`config.mk`:
```
export PLATFORM = sky130hd
export DESIGN_NAME = mem_bist_ctrl
export DESIGN_NICKNAME = d
export VERILOG_FILES = /design/src/rtl/mem_bist_ctrl.sv
export SDC_FILE = /design/constraint.sdc
export NUM_CORES = 1
export LEC_CHECK = 0
export BUFFER_PORTS_ARGS = -buffer_cell sky130_fd_sc_hd__buf_2
export CORE_ASPECT_RATIO = 1.75
export CORE_UTILIZATION = 50
export CTS_BUF_LIST = sky130_fd_sc_hd__clkbuf_16
export DETAILED_ROUTE_END_ITERATION = 10
export PLACE_DENSITY = 0.84
export SETUP_SLACK_MARGIN = 0.15
export SLEW_MARGIN = 25
export SYNTH_ARGS = -nofsm -noshare
export SYNTH_HDL_FRONTEND = slang
export SYNTH_SLANG_ARGS = --single-unit
```
`constraint.sdc`:
```
create_clock -name clk_i -period 2.31 [get_ports clk_i]
set_input_delay 0.462 -clock clk_i [delete_from_list [all_inputs] [get_ports clk_i]]
set_output_delay 0.462 -clock clk_i [all_outputs]
set_load 0.1 [all_outputs]
```
`src/rtl/mem_bist_ctrl.sv`:
```
// rtl/mem_bist_ctrl.sv - march BIST sequencer for a single-port memory (W0, R0, WA, RA).
// Define MEM_BIST_INV_EN to add the inverted-address phases WI/RI before FIN.
module mem_bist_ctrl #(
  parameter int DATA_WIDTH    = 8,
  parameter int ADDR_WIDTH    = 9,
  parameter int MEM_SIZE      = 512,
  parameter int READ_LATENCY  = 1,
  parameter int ERR_CNT_WIDTH = 8
) (
  input  logic                     clk_i,
  input  logic                     rst_i,
  input  logic                     start_i,
  output logic                     busy_o,
  output logic                     done_o,
  output logic                     pass_o,
  output logic                     fail_o,
  output logic                     mem_read_o,
  output logic                     mem_write_o,
  output logic [ADDR_WIDTH-1:0]    mem_addr_o,
  output logic [DATA_WIDTH-1:0]    mem_wdata_o,
  input  logic [DATA_WIDTH-1:0]    mem_rdata_i,
  output logic [ADDR_WIDTH-1:0]    err_addr_o,
  output logic [DATA_WIDTH-1:0]    err_data_o,
  output logic [ERR_CNT_WIDTH-1:0] err_count_o
);

  // Counter must reach MEM_SIZE+READ_LATENCY-1 in read phases, so it is wider than an address.
  localparam int CW = ADDR_WIDTH + $clog2(READ_LATENCY + 1) + 1;
  localparam logic [CW-1:0] LAST_W = CW'(MEM_SIZE - 1);
  localparam logic [CW-1:0] LAST_R = CW'(MEM_SIZE + READ_LATENCY - 1);
  localparam logic [CW-1:0] N_C    = CW'(MEM_SIZE);

  typedef enum logic [2:0] {
    S_IDLE, S_W0, S_R0, S_WA, S_RA, S_FIN
`ifdef MEM_BIST_INV_EN
    , S_WI, S_RI
`endif
  } state_e;

  state_e                   state_q, state_d;
  logic [CW-1:0]            cnt_q, cnt_d;
  logic                     busy_q, busy_d;
  logic                     done_q, done_d;
  logic                     mem_read_q, mem_read_d;
  logic                     mem_write_q, mem_write_d;
  logic [ADDR_WIDTH-1:0]    mem_addr_q, mem_addr_d;
  logic [DATA_WIDTH-1:0]    mem_wdata_q, mem_wdata_d;
  logic [ADDR_WIDTH-1:0]    err_addr_q, err_addr_d;
  logic [DATA_WIDTH-1:0]    err_data_q, err_data_d;
  logic [ERR_CNT_WIDTH-1:0] err_count_q, err_count_d;

  logic                     pv_q [READ_LATENCY];
  logic [DATA_WIDTH-1:0]    pe_q [READ_LATENCY];
  logic [ADDR_WIDTH-1:0]    pa_q [READ_LATENCY];

  logic [ADDR_WIDTH-1:0]    issue_addr;
  logic [DATA_WIDTH-1:0]    issue_pat;
  logic [DATA_WIDTH-1:0]    exp_in;
  logic                     mismatch;

  function automatic logic [DATA_WIDTH-1:0] addr_pat(input logic [ADDR_WIDTH-1:0] a);
    logic [DATA_WIDTH+ADDR_WIDTH-1:0] w;
    w = {{DATA_WIDTH{1'b0}}, a};
    return w[DATA_WIDTH-1:0];
  endfunction

  always_comb begin
    state_d     = state_q;
    cnt_d       = cnt_q;
    done_d      = done_q;
    mem_read_d  = 1'b0;
    mem_write_d = 1'b0;
    mem_addr_d  = mem_addr_q;
    mem_wdata_d = mem_wdata_q;
    err_addr_d  = err_addr_q;
    err_data_d  = err_data_q;
    err_count_d = err_count_q;
    exp_in      = '0;
    issue_addr  = '0;
    issue_pat   = '0;

    case (state_q)
      S_IDLE: begin
        if (start_i) begin
          state_d     = S_W0;
          cnt_d       = '0;
          done_d      = 1'b0;
          err_addr_d  = '0;
          err_data_d  = '0;
          err_count_d = '0;
        end
      end
      S_W0, S_WA
`ifdef MEM_BIST_INV_EN
      , S_WI
`endif
      : begin
        if (cnt_q == LAST_W) begin
          cnt_d = '0;
          case (state_q)
            S_W0:    state_d = S_R0;
`ifdef MEM_BIST_INV_EN
            S_WI:    state_d = S_RI;
`endif
            default: state_d = S_RA;
          endcase
        end else begin
          cnt_d = cnt_q + 1'b1;
        end
      end
      S_R0, S_RA
`ifdef MEM_BIST_INV_EN
      , S_RI
`endif
      : begin
        if (cnt_q == LAST_R) begin
          cnt_d = '0;
          case (state_q)
            S_R0:    state_d = S_WA;
`ifdef MEM_BIST_INV_EN
            S_RA:    state_d = S_WI;
`endif
            default: state_d = S_FIN;
          endcase
        end else begin
          cnt_d = cnt_q + 1'b1;
        end
      end
      S_FIN: begin
        state_d = S_IDLE;
        done_d  = 1'b1;
      end
      default: state_d = S_IDLE;
    endcase

    // Strobes are derived from the next state so that they leave the chip registered.
    issue_addr = cnt_d[ADDR_WIDTH-1:0];
    issue_pat  = addr_pat(issue_addr);
    case (state_d)
      S_W0: begin
        mem_write_d = 1'b1;
        mem_addr_d  = issue_addr;
        mem_wdata_d = '0;
      end
      S_WA: begin
        mem_write_d = 1'b1;
        mem_addr_d  = issue_addr;
        mem_wdata_d = issue_pat;
      end
`ifdef MEM_BIST_INV_EN
      S_WI: begin
        mem_write_d = 1'b1;
        mem_addr_d  = issue_addr;
        mem_wdata_d = ~issue_pat;
      end
      S_RI,
`endif
      S_R0, S_RA: begin
        if (cnt_d < N_C) begin
          mem_read_d = 1'b1;
          mem_addr_d = issue_addr;
        end
      end
      default: ;
    endcase

    case (state_q)
      S_RA:    exp_in = addr_pat(mem_addr_q);
`ifdef MEM_BIST_INV_EN
      S_RI:    exp_in = ~addr_pat(mem_addr_q);
`endif
      default: exp_in = '0;
    endcase

    mismatch = pv_q[READ_LATENCY-1] && (mem_rdata_i != pe_q[READ_LATENCY-1]);
    if (mismatch) begin
      if (err_count_q == '0) begin
        err_addr_d = pa_q[READ_LATENCY-1];
        err_data_d = mem_rdata_i;
      end
      if (err_count_q != '1) err_count_d = err_count_q + 1'b1;
    end

    busy_d = (state_d != S_IDLE);
  end

  always_ff @(posedge clk_i) begin
    if (rst_i) begin
      state_q     <= S_IDLE;
      cnt_q       <= '0;
      busy_q      <= 1'b0;
      done_q      <= 1'b0;
      mem_read_q  <= 1'b0;
      mem_write_q <= 1'b0;
      mem_addr_q  <= '0;
      mem_wdata_q <= '0;
      err_addr_q  <= '0;
      err_data_q  <= '0;
      err_count_q <= '0;
      for (int i = 0; i < READ_LATENCY; i++) begin
        pv_q[i] <= 1'b0;
        pe_q[i] <= '0;
        pa_q[i] <= '0;
      end
    end else begin
      state_q     <= state_d;
      cnt_q       <= cnt_d;
      busy_q      <= busy_d;
      done_q      <= done_d;
      mem_read_q  <= mem_read_d;
      mem_write_q <= mem_write_d;
      mem_addr_q  <= mem_addr_d;
      mem_wdata_q <= mem_wdata_d;
      err_addr_q  <= err_addr_d;
      err_data_q  <= err_data_d;
      err_count_q <= err_count_d;
      pv_q[0]     <= mem_read_q;
      pe_q[0]     <= exp_in;
      pa_q[0]     <= mem_addr_q;
      for (int i = 1; i < READ_LATENCY; i++) begin
        pv_q[i] <= pv_q[i-1];
        pe_q[i] <= pe_q[i-1];
        pa_q[i] <= pa_q[i-1];
      end
    end
  end

  assign busy_o      = busy_q;
  assign done_o      = done_q;
  assign pass_o      = done_q && (err_count_q == '0);
  assign fail_o      = done_q && (err_count_q != '0);
  assign mem_read_o  = mem_read_q;
  assign mem_write_o = mem_write_q;
  assign mem_addr_o  = mem_addr_q;
  assign mem_wdata_o = mem_wdata_q;
  assign err_addr_o  = err_addr_q;
  assign err_data_o  = err_data_q;
  assign err_count_o = err_count_q;

endmodule

```
# After elaboration in Yosys (flattened, before gate mapping)
# Memories as Yosys holds them, arrays and structs flattened.
# Index checks and enable logic that the tools add are counted.
dict set report classes {
  magnitude_cmp 1
  addsub 2
  eq_ne 15
  bitwise 1
  reduce_logical 20
  n_mux 39
  n_div 0
  shift 0
  multipliers 0
}
# cell count
set ops {}
lappend ops {{$mux 8} 10}
lappend ops {{$mux 9} 6}
lappend ops {{$mux 11} 3}
lappend ops {{$pmux 11 s3} 1}
lappend ops {{$pmux 9 s2} 1}
lappend ops {{$pmux 8 s2} 1}
lappend ops {{$mux 3} 5}
lappend ops {{$eq 3x2->1 const B} 4}
lappend ops {{$add 11x1->11 const B} 1}
lappend ops {{$eq 11x10->1 const B} 1}
lappend ops {{$eq 11x9->1 const B} 1}
lappend ops {{$lt 11x10->1 const B} 1}
lappend ops {{$mux 1} 10}
lappend ops {{$reduce_or 2->1} 5}
lappend ops {{$eq 3x3->1 const B} 3}
lappend ops {{$pmux 3 s3} 1}
lappend ops {{$reduce_or 9->1} 1}
lappend ops {{$add 8x1->8 const B} 1}
lappend ops {{$logic_not 8->1} 1}
lappend ops {{$ne 8x8->1} 1}
lappend ops {{$ne 8x8->1 const B} 1}
lappend ops {{$reduce_bool 8->1} 1}
lappend ops {{$reduce_or 8->1} 1}
lappend ops {{$eq 3x1->1 const B} 2}
lappend ops {{other kinds (9)} 15}
dict set report word_totals {
  n_memories 3
  rom_bits 0
  out_inout_bits 48
  in_bits 11
  ram_bits 18
  latchBits 0
  ff_bits 60
}
# memory depth width rd rd_ports_with_merged_regs write_ports line
set memory_table {}
lappend memory_table {pa_q 1 9 1 0 1 54} ;# logic [ADDR_WIDTH-1:0] pa_q [READ_LATENCY];
lappend memory_table {pe_q 1 8 1 0 1 53} ;# logic [DATA_WIDTH-1:0] pe_q [READ_LATENCY];
lappend memory_table {pv_q 1 1 1 0 1 52} ;# logic pv_q [READ_LATENCY];

# Longest topological paths before layout
dict set report depth {
  depth_word 8
  depth_mapped 8
  depth_no_buf 8
}

# Least setup slack after synthesis
# No wires, ideal clock.
dict set report synth_timing {
  path_type {reg2out}
  startpoint {register err_count_q[0], in the netlist err_count_o[0]}
  endpoint {output fail_o}
  required_ps 1848
  arrival_time_ps 2811
  stages_incl_launch_ff 5
  path_slack_ps -963
  cell_sequence {dfxtp_1 -> inv_1 -> ha_1 -> and3_1 -> nor2b_1}
}
dict set report synth_between {
  elab_chain_len 2
}
# item line
set synth_rtl {}
lappend synth_rtl {{start, declared} 50} ;# logic [ERR_CNT_WIDTH-1:0] err_count_q, err_count_d;
lappend synth_rtl {{start signal, assigned} 216} ;# err_count_q <= err_count_d;
lappend synth_rtl {{$reduce_bool 8->1} 231} ;# assign fail_o = done_q && (err_count_q != '0);
lappend synth_rtl {{$logic_and 1x1->1} 231}
lappend synth_rtl {{end, declared} 16} ;# output logic fail_o,
# No other way between the ends.

# Final worst setup path
dict set report layout_timing {
  startpoint {register cnt_q[0]}
  endpoint {register mem_addr_q[8], in the netlist mem_addr_o[8]}
}
dict set report layout_between {
  elab_chain_len 7
}
# item line
set layout_rtl {}
lappend layout_rtl {{start, declared} 41} ;# logic [CW-1:0] cnt_q, cnt_d;
lappend layout_rtl {{start signal, assigned} 207} ;# cnt_q <= cnt_d;
lappend layout_rtl {{parallel branches: the longest is 7 deep, another holds $add 11x1->11} --}
lappend layout_rtl {{end signal, assigned} 212} ;# mem_addr_q <= mem_addr_d;
lappend layout_rtl {{end, declared} 46} ;# logic [ADDR_WIDTH-1:0] mem_addr_q, mem_addr_d;
# Parallel ways; which one is timed is not known. The select of a mux whose other input is x is not followed.
# A chain may end at the register's enable or synchronous reset.

==> results.json <==
{
  "drc_errors": 0,
  "wl_per_cell_um": 18.0,
  "cts_tree": "done",
  "worst_slack_ns": -0.0658,
  "antenna_found_initial": 0,
  "synth_flop_cell": "dfxtp_1",
  "fmax_ghz": 0.421,
  "die_area_um2": 7220,
  "skew_ns": 0.00884,
  "synthXorXnorAreaFrac_pct": 3.32,
  "relSlewSlack_pct": 63.3,
  "p_seq_share_pct": 46.7,
  "drv_slew": 0,
  "setup_violations": 5,
  "cts-htree-levels": 3,
  "ios": 59,
  "path_class": "reg -> reg",
  "power.switching_mw": 0.755,
  "ys_types": 48,
  "crit_fanout": 4,
  "intPower_mw": 2.19,
  "dpl-instance-area_um2": 4030,
  "hold_buffers": 0,
  "p_sw_share_pct": 25.7,
  "synth.avg_cell_area_um2": 9.20,
  "rows": 39,
  "grt_pass1_wl_um": 15600,
  "antenna-diode-count": 0,
  "core_um2": 6590,
  "drt_iter0_drc": 223,
  "mostFrequentLayoutCell": "dfxtp_1",
  "grt.total_usage_pct": 28.5,
  "die_x_um": 64.6,
  "synthAdderAreaFrac_pct": 1.46,
  "worstPathArrival_ns": 2.60,
  "clock_sinks": 78,
  "vdd_drop_max_v": 0.000505,
  "hp-class": "in -> reg",
  "ant_nets": 0,
  "drv_cap": 0,
  "p_leak_nw": 2.10,
  "portBuffers": 58,
  "power_mw": 2.94,
  "yosysWarnings": 0,
  "clock_latency_ns": 0.34,
  "critPathRequiredTime_ns": 2.53,
  "place_congestion": 1.02,
  "synth_compound_area_share_pct": 15.4,
  "synth_area_um2": 3430,
  "clk_path_buf_depth": 2,
  "seq_area_frac_synth_pct": 45.5,
  "synth-simple-area-share_pct": 25.0,
  "power_per_cell_area_nw_per_um2": 635,
  "comb_power_share_pct": 10.5,
  "violations": "setup timing",
  "synth-seq-cells": 78,
  "muxShareOfSynthArea_pct": 6.52,
  "first_global_vias": 3184,
  "via_per_inst": 5.91,
  "synth-edff-count": 0,
  "post-route-min-period_ns": 2.38,
  "worstSetupEndpointType": "register",
  "ctsRootBufferMaster": "clkbuf_16",
  "vias": 3316,
  "tightest_slew_ns": 0.547,
  "syn2layout_area_growth_pct": 34.9,
  "syn_inst": 373,
  "min_period_over_period_pct": 103,
  "initial_core_util_pct": 52.1,
  "die_h_um": 112,
  "path_clk_slew_ns": 0.06,
  "start_kind": "register",
  "outcome": "finished with violations",
  "firstDrtPassIters": 4,
  "clkPwrFrac_pct": 42.9,
  "hold_viol": 0,
  "grt_max_degree": 24,
  "finalNetCount": 489,
  "drive_gt1_share_pct": 35.7,
  "numCtsBuffers": 9,
  "design_area_um2": 4630,
  "synth_nets": 388,
  "dp_hpwl_um": 6740,
  "ys_async_sr_fraction_pct": 0,
  "grt-ovfl-total": 0,
  "final_cell_mix": "dfxtp_1 (62), buf_2 (56), buf_4 (42)",
  "drt_wl_total_um": 10100,
  "rsz0062_at_grt": "true",
  "synth_top_family_by_area": "simple AND/OR/NAND/NOR gates"
}
## cell type report
cell class / instances / area (um2)
clock buffer: 9 / 225
clock inverter: 7 / 40.0
fill: 494 / 1960
inverter: 9 / 33.8
multi-input combinational: 271 / 1970
sequential: 78 / 1580
tap: 82 / 103
timing repair buffer: 105 / 679
## power groups by stage
stage	registers (mW)	logic [mW]	clock network (mW)
detailed placement	1.40	0.246	0
global placement	1.40	0.242	0
global route	1.37	0.322	1.33
floorplan	1.46	0.103	0
finish	1.37	0.308	1.26
CTS	1.37	0.271	1.27
## routing by layer
layer	global-route usage (%)	share of wire, %
met1	28.3	35
met2	51.4	53
met3	5.53	5.1
met4	19.9	6.2
met5	0	0
## critical path, cell delays in order (launching register included)
cell and delay, ns:
dfxtp_2 0.34, buf_4 0.13, ha_4 0.14, nand4_1 0.19, o31ai_4 0.36, buf_6 0.18
a211oi_4 0.07, o22a_1 0.27, o21ai_4 0.26, mux2_4 0.32
## synthesized netlist by cell type, drive strengths merged (2+ instances only)
library cell | count | area share (%)
a211oi | 10 | 2.2
a21o | 2 | 0.44
a21oi | 21 | 3.1
a22o | 3 | 0.77
a22oi | 4 | 0.87
a32o | 3 | 0.87
and2 | 14 | 2.6
and3 | 7 | 1.3
and4 | 3 | 0.77
buf | 5 | 0.69
clkbuf | 10 | 1.1
dfxtp | 78 | 45
ha | 4 | 1.5
inv | 9 | 0.98
mux2 | 3 | 0.98
mux2i | 19 | 5.5
nand2 | 16 | 1.7
nand3 | 7 | 1.0
nand3b | 4 | 0.87
nand4 | 9 | 1.6
nor2 | 39 | 4.3
nor2b | 35 | 6.4
nor3 | 6 | 0.87
nor4 | 5 | 0.91
nor4b | 2 | 0.87
o211a | 2 | 0.58
o211ai | 3 | 0.66
o21ai | 12 | 2.1
o2bb2ai | 5 | 1.3
or2 | 3 | 0.55
or3 | 6 | 1.1
xnor2 | 5 | 1.3
xor2 | 8 | 2.0
## repair_timing
item                                    CTS  global route
pin swaps                                 5            12
endpoints found under the hold margin     0             0
endpoints found under the setup margin   19            27
gates resized for setup                  16            31
buffers inserted                          9            10
## registers in the layout (all words and copies together), names as in the netlist, 3 cells and up
register / cells
state_q: 3
mem_wdata_o: 8
pa_q: 9
mem_addr_o: 9
err_addr_o: 9
err_count_o: 8
pe_q: 8
cnt_q: 11
err_data_o: 8
## final timing paths
| path | startpoint | end | slack (ns) | cells past startpoint |
|---|---|---|---|---|
| hold reg to reg | mem_wdata_o[7]$_SDFFE_PP0P_ | mem_wdata_o[7]$_SDFFE_PP0P_ | 0.46 | 1 |
| setup / recovery | cnt_q[0]$_SDFF_PP0_ | mem_addr_o[8]$_SDFFE_PP0P_ | -0.07 | 9 |
| hold / removal | mem_rdata_i[7] | err_data_o[7]$_SDFF_PP0_ | 0.40 | 3 |
| setup reg to reg | cnt_q[0]$_SDFF_PP0_ | mem_addr_o[8]$_SDFFE_PP0P_ | -0.07 | 9 |
## cells by family after synthesis
kind of cell	after synthesis
simple gates	157
flops	78
compound gates	75
buf+inv	24
mux	22
xor+xnor	13
fa+ha+maj	4
## stage by stage
step / std cells / setup TNS (ns) / util [%] / setup WS (ns) / hold slack, ns
after global routing: 561 / -1.09 / 70.3 / -0.153 / 0.396
after CTS: 551 / 0 / 67.2 / 0.00249 / 0.385
final: 561 / -0.240 / 70.3 / -0.0658 / 0.400
after global placement: 526 / 0 / 61.1 / 0.00450 / 0.441
after detailed placement: 526 / -0.276 / 61.1 / -0.0980 / 0.441
after floorplan: 373 / 0 / - / 0.144 / 0.437
Power figures use the tool's default switching activity.
